**config.mk**
```make
export PLATFORM = sky130hd
export DESIGN_NAME = pnr_sequencer
export DESIGN_NICKNAME = d
export VERILOG_FILES = /design/src/rtl/pnr_sequencer.sv
export SDC_FILE = /design/constraint.sdc
export NUM_CORES = 1
export LEC_CHECK = 0
export ABC_CLOCK_PERIOD_IN_PS = 7000
export CORE_MARGIN = 4
export CORE_UTILIZATION = 40
export CTS_BUF_LIST = sky130_fd_sc_hd__clkbuf_16
export CTS_CLUSTER_SIZE = 30
export DETAILED_ROUTE_END_ITERATION = 8
export HOLD_SLACK_MARGIN = 0.02
export PLACE_DENSITY = 0.63
export SYNTH_ARGS = -nofsm -noshare
export SYNTH_HDL_FRONTEND = slang
export SYNTH_SLANG_ARGS = --single-unit
```
**constraint.sdc**
```tcl
create_clock -name clk_i -period 7 [get_ports clk_i]
set_clock_uncertainty 0.2 [all_clocks]
set_input_delay 1.4 -clock clk_i [delete_from_list [all_inputs] [get_ports clk_i]]
set_output_delay 1.4 -clock clk_i [all_outputs]
set_load 0.02 [all_outputs]
```
**src/rtl/pnr_sequencer.sv**
```systemverilog
// Photon-number-resolving sequencer.
// Waits for an armed trigger edge, tracks the signed peak of the ADC stream over
// a window of N samples, classifies the peak against seven thresholds, then
// enforces a dead time before re-arming.
// Ports:
//   clk_i, rstn_i                 clock, synchronous active-low reset
//   adc_dat_i                     signed ADC sample
//   adc_photon_threshold_1..7     signed class thresholds (sampled live)
//   arm_i, abort_i, trig_i        control: arm level, abort level, trigger
//   window_len_i, holdoff_i       window length (0 means 1), dead time in cycles
//   photon_num_o, photon_vld_o    classification result and its one-cycle strobe
//   peak_o, order_err_o           peak of last window, threshold ordering flag
//   state_o                       FSM state (IDLE=0 ARMED=1 WINDOW=2 CLASSIFY=3 HOLDOFF=4)
//   event_cnt_o, miss_cnt_o       saturating event and missed-trigger counters
module pnr_sequencer (
    input  logic                clk_i,
    input  logic                rstn_i,
    input  logic signed [13:0]  adc_dat_i,
    input  logic signed [13:0]  adc_photon_threshold_1,
    input  logic signed [13:0]  adc_photon_threshold_2,
    input  logic signed [13:0]  adc_photon_threshold_3,
    input  logic signed [13:0]  adc_photon_threshold_4,
    input  logic signed [13:0]  adc_photon_threshold_5,
    input  logic signed [13:0]  adc_photon_threshold_6,
    input  logic signed [13:0]  adc_photon_threshold_7,
    input  logic                arm_i,
    input  logic                abort_i,
    input  logic                trig_i,
    input  logic [15:0]         window_len_i,
    input  logic [15:0]         holdoff_i,
    output logic [2:0]          photon_num_o,
    output logic                photon_vld_o,
    output logic signed [13:0]  peak_o,
    output logic [2:0]          state_o,
    output logic                order_err_o,
    output logic [31:0]         event_cnt_o,
    output logic [15:0]         miss_cnt_o
);

    localparam int unsigned DW = 14;
    localparam int unsigned LW = 16;
    localparam int unsigned EW = 32;
    localparam int unsigned MW = 16;
    localparam int unsigned SW = 3;
    localparam int unsigned NT = 7;

    localparam logic [2:0] ST_IDLE     = 3'd0;
    localparam logic [2:0] ST_ARMED    = 3'd1;
    localparam logic [2:0] ST_WINDOW   = 3'd2;
    localparam logic [2:0] ST_CLASSIFY = 3'd3;
    localparam logic [2:0] ST_HOLDOFF  = 3'd4;

    logic [SW-1:0]        state_q,     state_d;
    logic                 trig_prev_q;
    logic signed [DW-1:0] peak_q,      peak_d;
    logic [LW-1:0]        cnt_q,       cnt_d;
    logic [LW-1:0]        win_len_q,   win_len_d;
    logic [LW-1:0]        hold_cnt_q,  hold_cnt_d;
    logic [2:0]           photon_num_q, photon_num_d;
    logic                 photon_vld_q, photon_vld_d;
    logic signed [DW-1:0] peak_out_q,  peak_out_d;
    logic                 order_err_q, order_err_d;
    logic [EW-1:0]        event_cnt_q, event_cnt_d;
    logic [MW-1:0]        miss_cnt_q,  miss_cnt_d;

    logic                 trig_edge_c;
    logic signed [DW-1:0] thr_c [NT];
    logic [2:0]           class_num_c;
    logic                 order_err_c;

    assign trig_edge_c = trig_i & ~trig_prev_q;

    // Classification: count thresholds at or below the peak; flag any descending pair.
    always_comb begin
        thr_c[0] = adc_photon_threshold_1;
        thr_c[1] = adc_photon_threshold_2;
        thr_c[2] = adc_photon_threshold_3;
        thr_c[3] = adc_photon_threshold_4;
        thr_c[4] = adc_photon_threshold_5;
        thr_c[5] = adc_photon_threshold_6;
        thr_c[6] = adc_photon_threshold_7;
        class_num_c = 3'd0;
        order_err_c = 1'b0;
        for (int k = 0; k < NT; k++) begin
            if (peak_q >= thr_c[k]) class_num_c = class_num_c + 3'd1;
        end
        for (int k = 0; k < NT - 1; k++) begin
            if (thr_c[k] > thr_c[k+1]) order_err_c = 1'b1;
        end
    end

    // Next-state and registered-output logic.
    always_comb begin
        state_d      = state_q;
        peak_d       = peak_q;
        cnt_d        = cnt_q;
        win_len_d    = win_len_q;
        hold_cnt_d   = hold_cnt_q;
        photon_num_d = photon_num_q;
        photon_vld_d = 1'b0;
        peak_out_d   = peak_out_q;
        order_err_d  = order_err_q;
        event_cnt_d  = event_cnt_q;
        miss_cnt_d   = miss_cnt_q;

        // Edges arriving while busy are dropped but counted, abort or not.
        if (trig_edge_c && (state_q == ST_WINDOW || state_q == ST_CLASSIFY ||
                            state_q == ST_HOLDOFF) && (miss_cnt_q != '1)) begin
            miss_cnt_d = miss_cnt_q + MW'(1);
        end

        if (abort_i) begin
            state_d = ST_IDLE;
        end else begin
            case (state_q)
                ST_IDLE: begin
                    if (arm_i) state_d = ST_ARMED;
                end
                ST_ARMED: begin
                    if (trig_edge_c) begin
                        state_d   = ST_WINDOW;
                        peak_d    = adc_dat_i;
                        cnt_d     = LW'(1);
                        win_len_d = (window_len_i == '0) ? LW'(1) : window_len_i;
                    end else if (!arm_i) begin
                        state_d = ST_IDLE;
                    end
                end
                ST_WINDOW: begin
                    if (cnt_q == win_len_q) begin
                        state_d = ST_CLASSIFY;
                    end else begin
                        if (adc_dat_i > peak_q) peak_d = adc_dat_i;
                        cnt_d = cnt_q + LW'(1);
                    end
                end
                ST_CLASSIFY: begin
                    state_d      = ST_HOLDOFF;
                    photon_num_d = class_num_c;
                    photon_vld_d = 1'b1;
                    peak_out_d   = peak_q;
                    order_err_d  = order_err_c;
                    hold_cnt_d   = holdoff_i;
                    if (event_cnt_q != '1) event_cnt_d = event_cnt_q + EW'(1);
                end
                ST_HOLDOFF: begin
                    // Loaded at entry; a value of 0 or 1 leaves after one cycle.
                    if (hold_cnt_q <= LW'(1)) begin
                        state_d = arm_i ? ST_ARMED : ST_IDLE;
                    end else begin
                        hold_cnt_d = hold_cnt_q - LW'(1);
                    end
                end
                default: state_d = ST_IDLE;
            endcase
        end
    end

    // State and output registers.
    always_ff @(posedge clk_i) begin
        if (!rstn_i) begin
            state_q      <= ST_IDLE;
            trig_prev_q  <= 1'b0;
            peak_q       <= '0;
            cnt_q        <= '0;
            win_len_q    <= '0;
            hold_cnt_q   <= '0;
            photon_num_q <= '0;
            photon_vld_q <= 1'b0;
            peak_out_q   <= '0;
            order_err_q  <= 1'b0;
            event_cnt_q  <= '0;
            miss_cnt_q   <= '0;
        end else begin
            state_q      <= state_d;
            trig_prev_q  <= trig_i;
            peak_q       <= peak_d;
            cnt_q        <= cnt_d;
            win_len_q    <= win_len_d;
            hold_cnt_q   <= hold_cnt_d;
            photon_num_q <= photon_num_d;
            photon_vld_q <= photon_vld_d;
            peak_out_q   <= peak_out_d;
            order_err_q  <= order_err_d;
            event_cnt_q  <= event_cnt_d;
            miss_cnt_q   <= miss_cnt_d;
        end
    end

    assign photon_num_o = photon_num_q;
    assign photon_vld_o = photon_vld_q;
    assign peak_o       = peak_out_q;
    assign state_o      = state_q;
    assign order_err_o  = order_err_q;
    assign event_cnt_o  = event_cnt_q;
    assign miss_cnt_o   = miss_cnt_q;

endmodule

```
==> flow_summary.ini, run 1 <==
[placed_design]
placement.setup.worst_slack_ns = 0.228
place.port_buffers = 218
dp_hpwl_mm = 27.2
gp_congestion = 0.908

[drt]
vias = 10600
route.detailed.wl_per_inst_um = 17.1
firstDrtPassIters = 5
routed_via_density = 5.32
drcViolationCount = 0
ant_nets = 0
wl_mm = 34.0
drtIter0Drc = 524

[die]
io_pins = 219
rows = 60
core-area_um2 = 27200
dieArea_um2 = 30700
die_h_um = 175
start_util_pct = 41.1
die_x_um = 175

[final_layout]
final_cell_mix = clkdlybuf4s50_1 (217), ha_1 (208), nor2_1 (147), inv_1 (139)
layout_commonest_cell = clkdlybuf4s50_1
fillCellCount = 2615
multi_input_area_um2 = 7840
area_delta_synth_final_pct = 28.5
drive_above_1_share_pct = 4.08
seqCellArea_um2 = 2660
fin_nets = 1961

[clock_network]
cts_tree = done
cts_buffers = 17
holdBufCountCts = 0
cts_resized = 0
h-tree-depth = 4
cts_root_buf = clkbuf_16
max-clock-path-buffers = 2
cts.clk_slew.worst_paths_ns = 0.07
post_cts_buffers = 0
clock_latency_ns = 0.42
cts.sinks = 133

[sta]
min_period_ns = 6.39
rsz0062_at_grt = no
fin_ws_ns = 0.614
slew_violations = 0
max_slew_margin_pct = 21.6
finalSetupTns_ns = 0
finalHoldViolations = 0
worstMarginPinSlew_ns = 1.17
fmax_mhz = 157
finalCritPeriodShare_pct = 91.2
finalSetupViolations = 0

[global_route]
grt_pass1_wl_mm = 54.4
grt_usage_pct = 21.9
grt_max_degree = 58
antenna_found_initial = 5
grt-ovfl-total = 0
grt_pass1_vias = 10600

[logic_synthesis]
yosys.area_share.simple_pct = 22.3
synth-edff-count = 0
synthFlopType = dfxtp_1
synth_compound_area_share_pct = 14.9
muxShareOfSynthArea_pct = 3.14
avgSynthCellArea_um2 = 8.03
ys_seq_area_share_pct = 23.8
synth_top_family_by_area = adder cells
async_flop_share_pct = 0
synth_fa_ha_area_share_pct = 23.3
ys_types = 72
synthXorXnorAreaFrac_pct = 6.42
netlist_area_um2 = 11200
ys.warnings.count = 0
ys_seq_elements = 133
postSynthCellCount = 1390
syn_nets = 1747

[power_and_ir_drop]
irDropWorstVdd_mv = 0.141
leakage_nw = 6.14
power_density_nw_per_um2 = 145

[outcome]
status = finished clean

[setup_path]
crit_path_end_kind = register
required_ns = 7.10
worstPathMaxFanout = 7
critical_path_class = input pin to register
crit_arrival_ns = 6.49
cp-start-kind = input pin

[hold_path]
hold_class = register to register

[flow_run]
cap_violations = 0
## kinds of logic after synthesis
family	Yosys count
flip-flops	133
XOR/XNOR	78
buffers and inverters	175
multiplexers	35
AO/OA/AOI/OAI	250
AND/OR/NAND/NOR	511
adder cells (fa/ha/maj)	208
## flip-flops by register name, indices dropped and copies added (netlist names)
| signal | count |
|---|---|
| peak_q | 14 |
| order_err_o | 1 |
| peak_o | 14 |
| photon_vld_o | 1 |
| miss_cnt_o | 16 |
| state_o | 3 |
| trig_prev_q | 1 |
| hold_cnt_q | 16 |
| event_cnt_o | 32 |
| win_len_q | 16 |
| photon_num_o | 3 |
| cnt_q | 16 |
## path summary, 6_finish.rpt
kind / cells past startpoint / endpoint / from / slack (ns)
worst max-delay path: 24 / photon_num_o[2]$_SDFFE_PN0P_ / adc_photon_threshold_2[1] / 0.61
worst max register to register: 23 / photon_num_o[2]$_SDFFE_PN0P_ / peak_q[0]$_SDFFE_PN0P_ / 1.63
worst min register to register: 2 / peak_o[8]$_SDFFE_PN0P_ / peak_o[8]$_SDFFE_PN0P_ / 0.26
worst min-delay path: 2 / peak_o[8]$_SDFFE_PN0P_ / peak_o[8]$_SDFFE_PN0P_ / 0.26
## cell usage after synthesis, types with 7 or more instances
cell | number | share of area [%]
a211oi_1 | 9 | 0.60
nor2b_1 | 28 | 1.6
nor2_1 | 148 | 5.0
a21oi_1 | 73 | 3.3
o21ai_0 | 45 | 2.0
dfxtp_1 | 133 | 24
xor2_1 | 39 | 3.1
xnor2_1 | 37 | 2.9
and3_1 | 14 | 0.78
o211ai_1 | 7 | 0.47
nor4_1 | 15 | 0.84
a21o_1 | 15 | 1.0
ha_1 | 208 | 23
o21a_1 | 30 | 2.0
and4_1 | 12 | 0.94
nand4_1 | 56 | 3.1
clkbuf_1 | 28 | 0.94
nand2b_1 | 14 | 0.78
nand2_1 | 133 | 4.5
mux2i_1 | 35 | 3.1
nand3_1 | 33 | 1.5
and2_1 | 7 | 0.39
nor3_1 | 26 | 1.2
nor3b_1 | 7 | 0.47
inv_1 | 140 | 4.7
## worst max-delay path, cell delays in order
cell and delay [ns]:
clkdlybuf4s50_1 0.49, inv_1 0.08, ha_1 0.32, nor2b_1 0.14, o21a_1 0.16, o21a_1 0.16
o21a_1 0.16, o21a_1 0.16, o21a_1 0.16, o21a_1 0.15, o21ai_0 0.25, a21o_1 0.19
ha_1 0.33, xnor2_4 0.24, inv_4 0.07, ha_1 0.31, or3_1 0.39, a31oi_1 0.19
ha_1 0.25, nor2_1 0.14, nor3_1 0.08, ha_1 0.21, a22o_1 0.21, a311o_1 0.25
## where the power goes
part / internal (mW) / switching [mW] / leakage [nW]
registers: 0.760 / 0.00461 / 1.07
logic: 0.205 / 0.209 / 4.78
clock network: 0.534 / 0.375 / 0.285
## area by class of cell
cell class,instances,share of cell area [%]
clock inverters,14,1.14
flip-flops and latches,133,18.6
repair buffers,229,15.7
clock buffers,17,2.96
diodes,2,0.0349
multi-input cells,1082,54.6
inverters,141,3.70
well taps,372,3.24
## through the flow
step / hold WS (ns) / utilization (%) / power, mW / std cells / area, µm²
finish: 0.256 / 52.8 / 2.09 / 1990 / 14400
CTS: 0.258 / 52.8 / 2.10 / 1988 / 14300
global placement: 0.241 / 50.6 / 1.18 / 1957 / 13800
global route: 0.276 / 52.8 / 2.18 / 1990 / 14400
detailed placement: 0.249 / 50.6 / 1.19 / 1957 / 13800
floorplan: 0.245 / - / 1.02 / 1390 / 11200
## routing by layer
layer | track usage (%) | part of all wire (%)
met5 | 0 | 0.13
met4 | 7.00 | 2.6
met3 | 6.12 | 5.9
met2 | 36.6 | 46
met1 | 27.4 | 45
No activity file was read; power rests on OpenSTA's default activity.
==> run 2: changes to the inputs <==
--- a/config.mk
+++ b/config.mk
@@ -9,10 +9,11 @@
 export CORE_MARGIN = 4
 export CORE_UTILIZATION = 40
 export CTS_BUF_LIST = sky130_fd_sc_hd__clkbuf_16
-export CTS_CLUSTER_SIZE = 30
+export CTS_CLUSTER_SIZE = 10
 export DETAILED_ROUTE_END_ITERATION = 8
 export HOLD_SLACK_MARGIN = 0.02
 export PLACE_DENSITY = 0.63
 export SYNTH_ARGS = -nofsm -noshare
 export SYNTH_HDL_FRONTEND = slang
 export SYNTH_SLANG_ARGS = --single-unit
+export TNS_END_PERCENT = 100
==> results of run 2 <==
No change in the layout: final DEF, timing and power equal those of run 1.
==> run 3: changes to the inputs <==
--- a/config.mk
+++ b/config.mk
@@ -13,6 +13,7 @@
 export DETAILED_ROUTE_END_ITERATION = 8
 export HOLD_SLACK_MARGIN = 0.02
 export PLACE_DENSITY = 0.63
+export SETUP_SLACK_MARGIN = 0.02
 export SYNTH_ARGS = -nofsm -noshare
 export SYNTH_HDL_FRONTEND = slang
 export SYNTH_SLANG_ARGS = --single-unit
==> results of run 3 <==
No change in the layout: final DEF, timing and power equal those of run 1.
